### config.mk
export PLATFORM = sky130hd
export DESIGN_NAME = address_sequencer
export DESIGN_NICKNAME = d
export VERILOG_FILES = /design/src/rtl/address_pkg.sv /design/src/rtl/address_sequencer.sv
export SDC_FILE = /design/constraint.sdc
export NUM_CORES = 1
export LEC_CHECK = 0
export CAP_MARGIN = 5
export CORE_MARGIN = 1
export CORE_UTILIZATION = 44
export CTS_CLUSTER_SIZE = 8
export DETAILED_ROUTE_END_ITERATION = 8
export PLACE_DENSITY = 0.77
export REMOVE_ABC_BUFFERS = 1
export SLEW_MARGIN = 10
export SYNTH_ARGS = -nofsm -noshare
export SYNTH_HDL_FRONTEND = slang
export SYNTH_SLANG_ARGS = --single-unit
### constraint.sdc
create_clock -name clk -period 1.89 [get_ports clk]
set_clock_uncertainty 0.15 [all_clocks]
set_input_delay 0.2835 -clock clk [delete_from_list [all_inputs] [get_ports clk]]
set_output_delay 0.2835 -clock clk [all_outputs]
set_load 0.01 [all_outputs]
### src/rtl/address_pkg.sv
// Shared codes for the 6502 operand-address path: select codes (address_mux), mode codes (decoder), sequencer states.
// Latency: n/a (definitions only).
// Backpressure: n/a.
package address_pkg;

  // address_mux select codes
  localparam logic [2:0] ADDR_SEL_PC   = 3'b000;  // PC
  localparam logic [2:0] ADDR_SEL_ZP   = 3'b001;  // {00, dirl}
  localparam logic [2:0] ADDR_SEL_ABS  = 3'b010;  // {dirh, dirl}
  localparam logic [2:0] ADDR_SEL_IND  = 3'b011;  // {00, indirl}
  localparam logic [2:0] ADDR_SEL_IND1 = 3'b100;  // {00, indirl+1}, wraps inside page 00

  // decoder addressing-mode codes
  localparam logic [1:0] MODE_IMM = 2'b00;
  localparam logic [1:0] MODE_ZP  = 2'b01;
  localparam logic [1:0] MODE_ABS = 2'b10;
  localparam logic [1:0] MODE_IND = 2'b11;

  typedef enum logic [2:0] {
    ST_IDLE     = 3'd0,
    ST_FETCH_LO = 3'd1,
    ST_FETCH_HI = 3'd2,
    ST_PTR_LO   = 3'd3,
    ST_PTR_HI   = 3'd4,
    ST_DONE     = 3'd5
  } seq_state_t;

endpackage

### src/rtl/address_sequencer.sv
// Addressing-mode sequencer: fetches operand/pointer bytes and steers address_mux for one operand request.
// Latency: start edge to done cycle IMM 1, ZP 2, ABS 3, IND 4 cycles, plus one per rdy=0 cycle.
// Backpressure: rdy=0 freezes state and byte registers and suppresses pc_inc; start is only taken in IDLE/DONE.
// Ports: clk, reset_n (async low); rdy, start, mode[1:0], data_in[7:0] in;
//        address_select[2:0], dirl, dirh, indirl, indirh[7:0], pc_inc, busy, done out.
module address_sequencer
  import address_pkg::*;
#(
  parameter bit IMM_PC_INC = 1'b1
) (
  input  logic       clk,
  input  logic       reset_n,
  input  logic       rdy,
  input  logic       start,
  input  logic [1:0] mode,
  input  logic [7:0] data_in,
  output logic [2:0] address_select,
  output logic [7:0] dirl,
  output logic [7:0] dirh,
  output logic [7:0] indirl,
  output logic [7:0] indirh,
  output logic       pc_inc,
  output logic       busy,
  output logic       done
);

  seq_state_t state;
  logic [1:0] mode_q;
  logic       pc_step;

  // Zero-page pointers never carry into a high byte; the port exists only for address_mux.
  assign indirh = 8'h00;

  always_ff @(posedge clk or negedge reset_n) begin
    if (!reset_n) begin
      state  <= ST_IDLE;
      mode_q <= MODE_IMM;
      dirl   <= 8'h00;
      dirh   <= 8'h00;
      indirl <= 8'h00;
    end else if (rdy) begin
      case (state)
        ST_IDLE, ST_DONE: begin
          // DONE accepts a new request directly so back-to-back operands keep busy high.
          if (start) begin
            mode_q <= mode;
            state  <= (mode == MODE_IMM) ? ST_DONE : ST_FETCH_LO;
          end else begin
            state  <= ST_IDLE;
          end
        end
        ST_FETCH_LO: begin
          if (mode_q == MODE_IND) begin
            indirl <= data_in;
            state  <= ST_PTR_LO;
          end else begin
            dirl  <= data_in;
            state <= (mode_q == MODE_ZP) ? ST_DONE : ST_FETCH_HI;
          end
        end
        ST_FETCH_HI: begin
          dirh  <= data_in;
          state <= ST_DONE;
        end
        ST_PTR_LO: begin
          dirl  <= data_in;
          state <= ST_PTR_HI;
        end
        ST_PTR_HI: begin
          dirh  <= data_in;
          state <= ST_DONE;
        end
        default: state <= ST_IDLE;
      endcase
    end
  end

  // Moore decode of the state register; only pc_inc looks at rdy so PC never moves on a stalled cycle.
  always_comb begin
    address_select = ADDR_SEL_PC;
    pc_step        = 1'b0;
    busy           = 1'b1;
    done           = 1'b0;
    case (state)
      ST_IDLE:     busy = 1'b0;
      ST_FETCH_LO: pc_step = 1'b1;
      ST_FETCH_HI: pc_step = 1'b1;
      ST_PTR_LO:   address_select = ADDR_SEL_IND;
      ST_PTR_HI:   address_select = ADDR_SEL_IND1;
      ST_DONE: begin
        done = 1'b1;
        case (mode_q)
          MODE_IMM: begin
            address_select = ADDR_SEL_PC;
            pc_step        = IMM_PC_INC;
          end
          MODE_ZP: address_select = ADDR_SEL_ZP;
          default: address_select = ADDR_SEL_ABS;
        endcase
      end
      default: busy = 1'b0;
    endcase
  end

  assign pc_inc = pc_step & rdy;

endmodule

==> flow_metrics.tcl, run 1 <==
set metrics [dict create \
    die_h_um 58.8 \
    slew_violations 0 \
    htreeDepth 2 \
    initialDrtViolationCount 36 \
    ctsHoldBuffers 0 \
    die_w_um 58.8 \
    grt.overflow.total 0 \
    clk_latency_ns 0.31 \
    hp-class "in2async" \
    num_vias 1054 \
    yosysTopAreaCellShare 0.511 \
    clk_pin_slew_ns 0.08 \
    portBuffers 43 \
    start_util 0.465 \
    antenna_cells 0 \
    hpwlAfterDp_um 2150 \
    layout-drive-gt1-share 0.380 \
    fp-row-count 20 \
    clockBufferDepth 2 \
    synth_cells 111 \
    synth.area.top_cells "dfrtp_1, mux2_2, mux2_4" \
    ys_seq_area_frac 0.511 \
    synth_edf_count 0 \
    synthArstFlopShare 1.00 \
    hold-worst-slack_ns 0.207 \
    final_nets 184 \
    grt_usage 0.194 \
    ys_types 31 \
    cp-end-kind "output port" \
    syn-cell-area_mm2 0.00142 \
    gp_congestion 0.807 \
    ios 52 \
    post-route-drc-count 0 \
    fmax_ghz 0.551 \
    avgSynthCellArea_um2 12.8 \
    ys.flop_type "dfrtp_1" \
    cts-root-buf "clkbuf_4" \
    finalHoldViolCount 0 \
    irDropWorstVdd_uv 862 \
    die_area_mm2 0.00346 \
    critPathLaunch "mode_q[0]" \
    crit_chain "buf_4 > o21a_1 > nor2_2 > o21a_1 > buf_2" \
    p_leak_nw 0.916 \
    synth-seq-cells 29 \
    critPathSlowestCell "dfrtp_1" \
    crit_type "reg2out" \
    coreArea_mm2 0.00305 \
    crit_path_max_fanout 5 \
    wl_um 3000 \
    fin_crit_ns 1.81 \
    worstSetupStartpointType "flop" \
    fin_tns_setup_ns 0 \
    yosysMostFrequentCell "dfrtp_1" \
    cts_tree "built" \
    powerDensity_mw_per_mm2 1680 \
    cts_buffers 5 \
    arrival_ns 1.38 \
    drt_first_pass_iters 2 \
    grt_max_degree 30 \
    grt_setup_unrepaired "yes" \
    area_delta_synth_final_pct 43.9 \
    grt_pass1_vias 1107 \
    p_total_mw 3.43 \
    setup_viol_count_final 0 \
    synth_top_cell_by_area "dfrtp_1" \
    vias_per_cell 4.90 \
    grt_pass1_wl_um 4930 \
    ys_warn_count 0 \
    crit_required_ns 1.46 \
    antenna_left 0 \
    crit_family "flip-flops" \
    path_buf_inv 2 \
    critPathMostFrequentCell "o21a_1" \
    cts_num_sinks 29 \
    outcome "finished, final reports clean" \
    r2r-start "state[2]" \
    fillers 252 \
    cpPeakStageDelay_ns 0.38 \
    antenna_found_initial 0 \
    synthTopCellsByCount "dfrtp_1, mux2_2, buf_4, mux2_4, nor2b_1" \
    drv_cap 0 \
    post_drt_wl_per_cell_um 14.0 \
    fin_crit_sh 0.960 \
]
-- metrics by stage --
stage,utilization,worst slack [ns],cell area [um^2],instances
detailed placement,0.635,-0.160,1940,203
global placement,0.635,-0.127,1940,203
CTS,0.670,-0.0544,2050,214
global route,0.669,-0.0132,2040,215
floorplan,-,0.132,1350,104
finish,0.669,0.0761,2040,215
-- area by class of cell --
cell class	instances	area, um^2	area share
Clock buffer	7	65.1	0.0319
Timing Repair Buffer	59	541	0.265
Sequential cell	29	729	0.357
Tap cell	44	55.1	0.0270
Inverter	1	3.75	0.00184
Clock inverter	1	5.00	0.00245
Multi-Input combinational cell	74	643	0.315
-- per-layer routing --
metal | GRT usage | wire [um] | share of wire
met1 | 0.223 | 1250 | 0.42
met2 | 0.331 | 1500 | 0.50
met3 | 0.0593 | 222 | 0.074
met4 | 0.0884 | 29 | 0.0097
met5 | 0 | 0 | 0
-- repair_timing --
item	CTS	global route
resized for setup	19	6
endpoints found under the setup margin	6	3
buffers inserted	3	1
gates cloned	0	0
pin swaps	0	3
-- kinds of logic after synthesis --
| kind of cell | Yosys count | share of synthesized area |
|---|---|---|
| and+or+nand+nor | 23 | 0.104 |
| DFF | 29 | 0.511 |
| buffers and inverters | 15 | 0.0688 |
| muxes | 28 | 0.242 |
| AOI/OAI and AO/OA | 14 | 0.0653 |
| other | 1 | 0.00264 |
| xor gates and xnor gates | 1 | 0.00617 |
-- registers in the layout, summed over array words and instances (netlist names) --
register / cells
state: 3
dirl: 8
mode_q: 2
indirl: 8
dirh: 8
-- report_power, final --
group	internal [mW]	switching, mW
registers	0.933	0.241
logic	1.13	0.715
clock network	0.215	0.192
total	2.28	1.15
-- worst paths after layout --
path                            cells past startpoint  slack, ns        to
worst max-delay path                                5       0.08    pc_inc
max in group asynchronous                           2       1.10  state[0]
worst max register to register                      5       0.10   dirl[7]
worst min register to register                      1       0.36   dirh[7]
min in group clk                                    1       0.36   dirh[7]
worst min-delay path                                2       0.21   dirh[7]
-- placed cells by master, fill, tap and decap left out --
cell type	n
a21boi_0	1
a21oi_1	4
a311o_1	1
a31oi_1	1
and3_1	2
buf_12	1
buf_2	2
buf_4	15
clkbuf_2	2
clkbuf_4	5
clkbuf_8	2
clkdlybuf4s50_1	37
clkinv_2	1
conb_1	8
dfrtp_1	26
dfrtp_2	3
dlygate4sd2_1	2
inv_1	1
mux2_2	18
mux2_4	8
mux2i_1	2
nand2_1	1
nand2b_4	1
nand3_1	3
nor2_1	1
nor2_2	1
nor2b_1	5
nor2b_2	3
nor3_1	2
nor3_4	2
nor4_1	1
o21a_1	2
o21ai_0	2
o21ai_2	1
o22ai_1	1
o31a_1	1
or4_1	1
xnor2_1	1
Power figures use the tool's default switching activity.
==> run 2, diff against run 1 <==
- SLEW_MARGIN: 10 -> 20
==> results of run 2 <==
Same layout as run 1: the final DEF is identical, and so are final timing and power.
==> run 3, diff against run 2 <==
- CORE_UTILIZATION: 44 -> 45
- DONT_BUFFER_PORTS: not set -> 1
- PLACE_DENSITY: 0.77 -> 0.58
==> flow_metrics.tcl, run 3 (same netlist as run 1, synthesis figures left out) <==
set metrics [dict create \
    outcome "finished, final reports clean" \
    cts_num_sinks 29 \
    p_clk_frac 0.137 \
    hold-worst-slack_ns 0.0301 \
    post_drt_wl_per_cell_um 16.0 \
    wl_um 2800 \
    antenna_left 0 \
    pwr-share-comb 0.372 \
    grt_setup_unrepaired "no" \
    cpPeakStageDelay_ns 0.47 \
    die_w_um 58.2 \
    initialDrtViolationCount 34 \
    critPathSlowestCell "dfrtp_2" \
    portBuffers 0 \
    vias_per_cell 5.14 \
    grt_pass1_vias 864 \
    fin_cells 175 \
    p_leak_nw 0.742 \
    post-route-drc-count 0 \
    ios 52 \
    p_total_mw 2.70 \
    multi_input_area_um2 628 \
    area_delta_synth_final_pct 17.2 \
    fin_crit_sh 0.937 \
    place_inst 153 \
    num_vias 899 \
    crit_required_ns 1.46 \
    cts-root-buf "clkbuf_4" \
    layout-drive-gt1-share 0.366 \
    critPathMostFrequentCell "nor2b_1" \
    crit_chain "nor2b_1 > a21oi_1 > nor2b_1" \
    internal-power_mw 1.69 \
    drt_first_pass_iters 4 \
    die_area_mm2 0.00338 \
    fmax_ghz 0.565 \
    fillers 268 \
    slew_violations 0 \
    finalHoldViolCount 0 \
    clk_pin_slew_ns 0.08 \
    met3_usage 0.0759 \
    irDropWorstVdd_uv 784 \
    final_nets 145 \
    antenna_found_initial 0 \
    clk_latency_ns 0.32 \
    grtUsageMet2 0.268 \
    final_cell_mix "dfrtp_1, mux2_2, dlygate4sd3_1, mux2_4, conb_1" \
    fp-row-count 20 \
    top_regs "dirh: 8 flops, dirl: 8 flops, indirl: 8 flops" \
    regArea_um2 728 \
    hp-class "in2reg" \
    clockBufferDepth 2 \
    gp_congestion 0.816 \
    antenna_cells 0 \
    worstSetupStartpointType "flop" \
    cp-end-kind "output port" \
    drv_cap 0 \
    hpwlAfterDp_um 1870 \
    power.switching_mw 1.01 \
    htreeDepth 2 \
    p_seq_frac 0.492 \
    start_util 0.469 \
    die_h_um 58.2 \
    setup_viol_count_final 0 \
    fin_crit_ns 1.77 \
    crit_type "reg2out" \
    powerDensity_mw_per_mm2 1620 \
    crit_path_max_fanout 10 \
    busiest_layer "met2" \
    met1_usage 0.216 \
    grt.overflow.total 0 \
    layout_commonest_cell "dfrtp_1" \
    grt_usage 0.176 \
    cts_tree "built" \
    fin_tns_setup_ns 0 \
    cts_buffers 5 \
    grt_pass1_wl_um 4260 \
    grt_max_degree 30 \
    swShare 0.373 \
    arrival_ns 1.34 \
    coreArea_mm2 0.00303 \
]
## run 3: cell count changes in the layout (fill, tap and decap cells not counted), moves of 2 or more
cell             delta
buf_2               -2
buf_4               -8
dlygate4sd2_1       -2
clkbuf_2            -2
clkdlybuf4s50_1    -37
dlygate4sd3_1      +12
## run 3: layer usage
| layer | wire [um] | vias up |
|---|---|---|
| li1 | - | 417 |
| met1 | 1200 | 444 |
| met2 | 1350 | 32 |
| met3 | 202 | 6 |
| met4 | 49 | 0 |
| met5 | 0 | - |
## run 3: stage by stage
step,cell area [um^2],setup WS [ns],util
CTS,1640,0.0340,0.543
floorplan,1350,0.132,-
finish,1660,0.119,0.549
global route,1660,0.0112,0.549
global placement,1440,0.127,0.477
detailed placement,1440,0.0614,0.477
## run 3: path summary, 6_finish.rpt
path	end	startpoint	cells after the start	slack, ns
setup / recovery	address_select[0]	state[1]	3	0.12
hold / removal	state[2]	rdy	2	0.03
setup reg to reg	dirl[2]	state[2]	3	0.22
hold reg to reg	dirh[3]	dirh[3]	1	0.43
max in group asynchronous	state[1]	reset_n	2	1.18
min in group asynchronous	mode_q[0]	reset_n	2	0.24
## run 3: power by group through the flow
stage / combinational, mW / sequential (mW) / clock, mW
after floorplan: 0.720 / 1.29 / 0
after global placement: 0.892 / 1.33 / 0
after detailed placement: 0.926 / 1.34 / 0
after CTS: 0.968 / 1.33 / 0.389
after global routing: 1.08 / 1.36 / 0.421
final: 1.00 / 1.33 / 0.368
## run 3: worst max-delay path, delay by kind of cell, from the launching register on
family | cells | cell delay (ns)
AND/OR/NAND/NOR | 2 | 0.48
flip-flops | 1 | 0.47
AO/OA/AOI/OAI | 1 | 0.07
## run 3: final cells by class
cell class	instances	share of cell area
multi-input combinational	74	0.378
timing repair buffer	20	0.116
tap	44	0.0331
sequential	29	0.438
inverter	1	0.00226
clock buffer	7	0.0331
## run 3: timing repair
action	CTS	global route
setup endpoints to repair	4	11
hold endpoints to repair	58	0
gates resized for setup	2	3
setup buffers	0	2
hold buffers	13	0
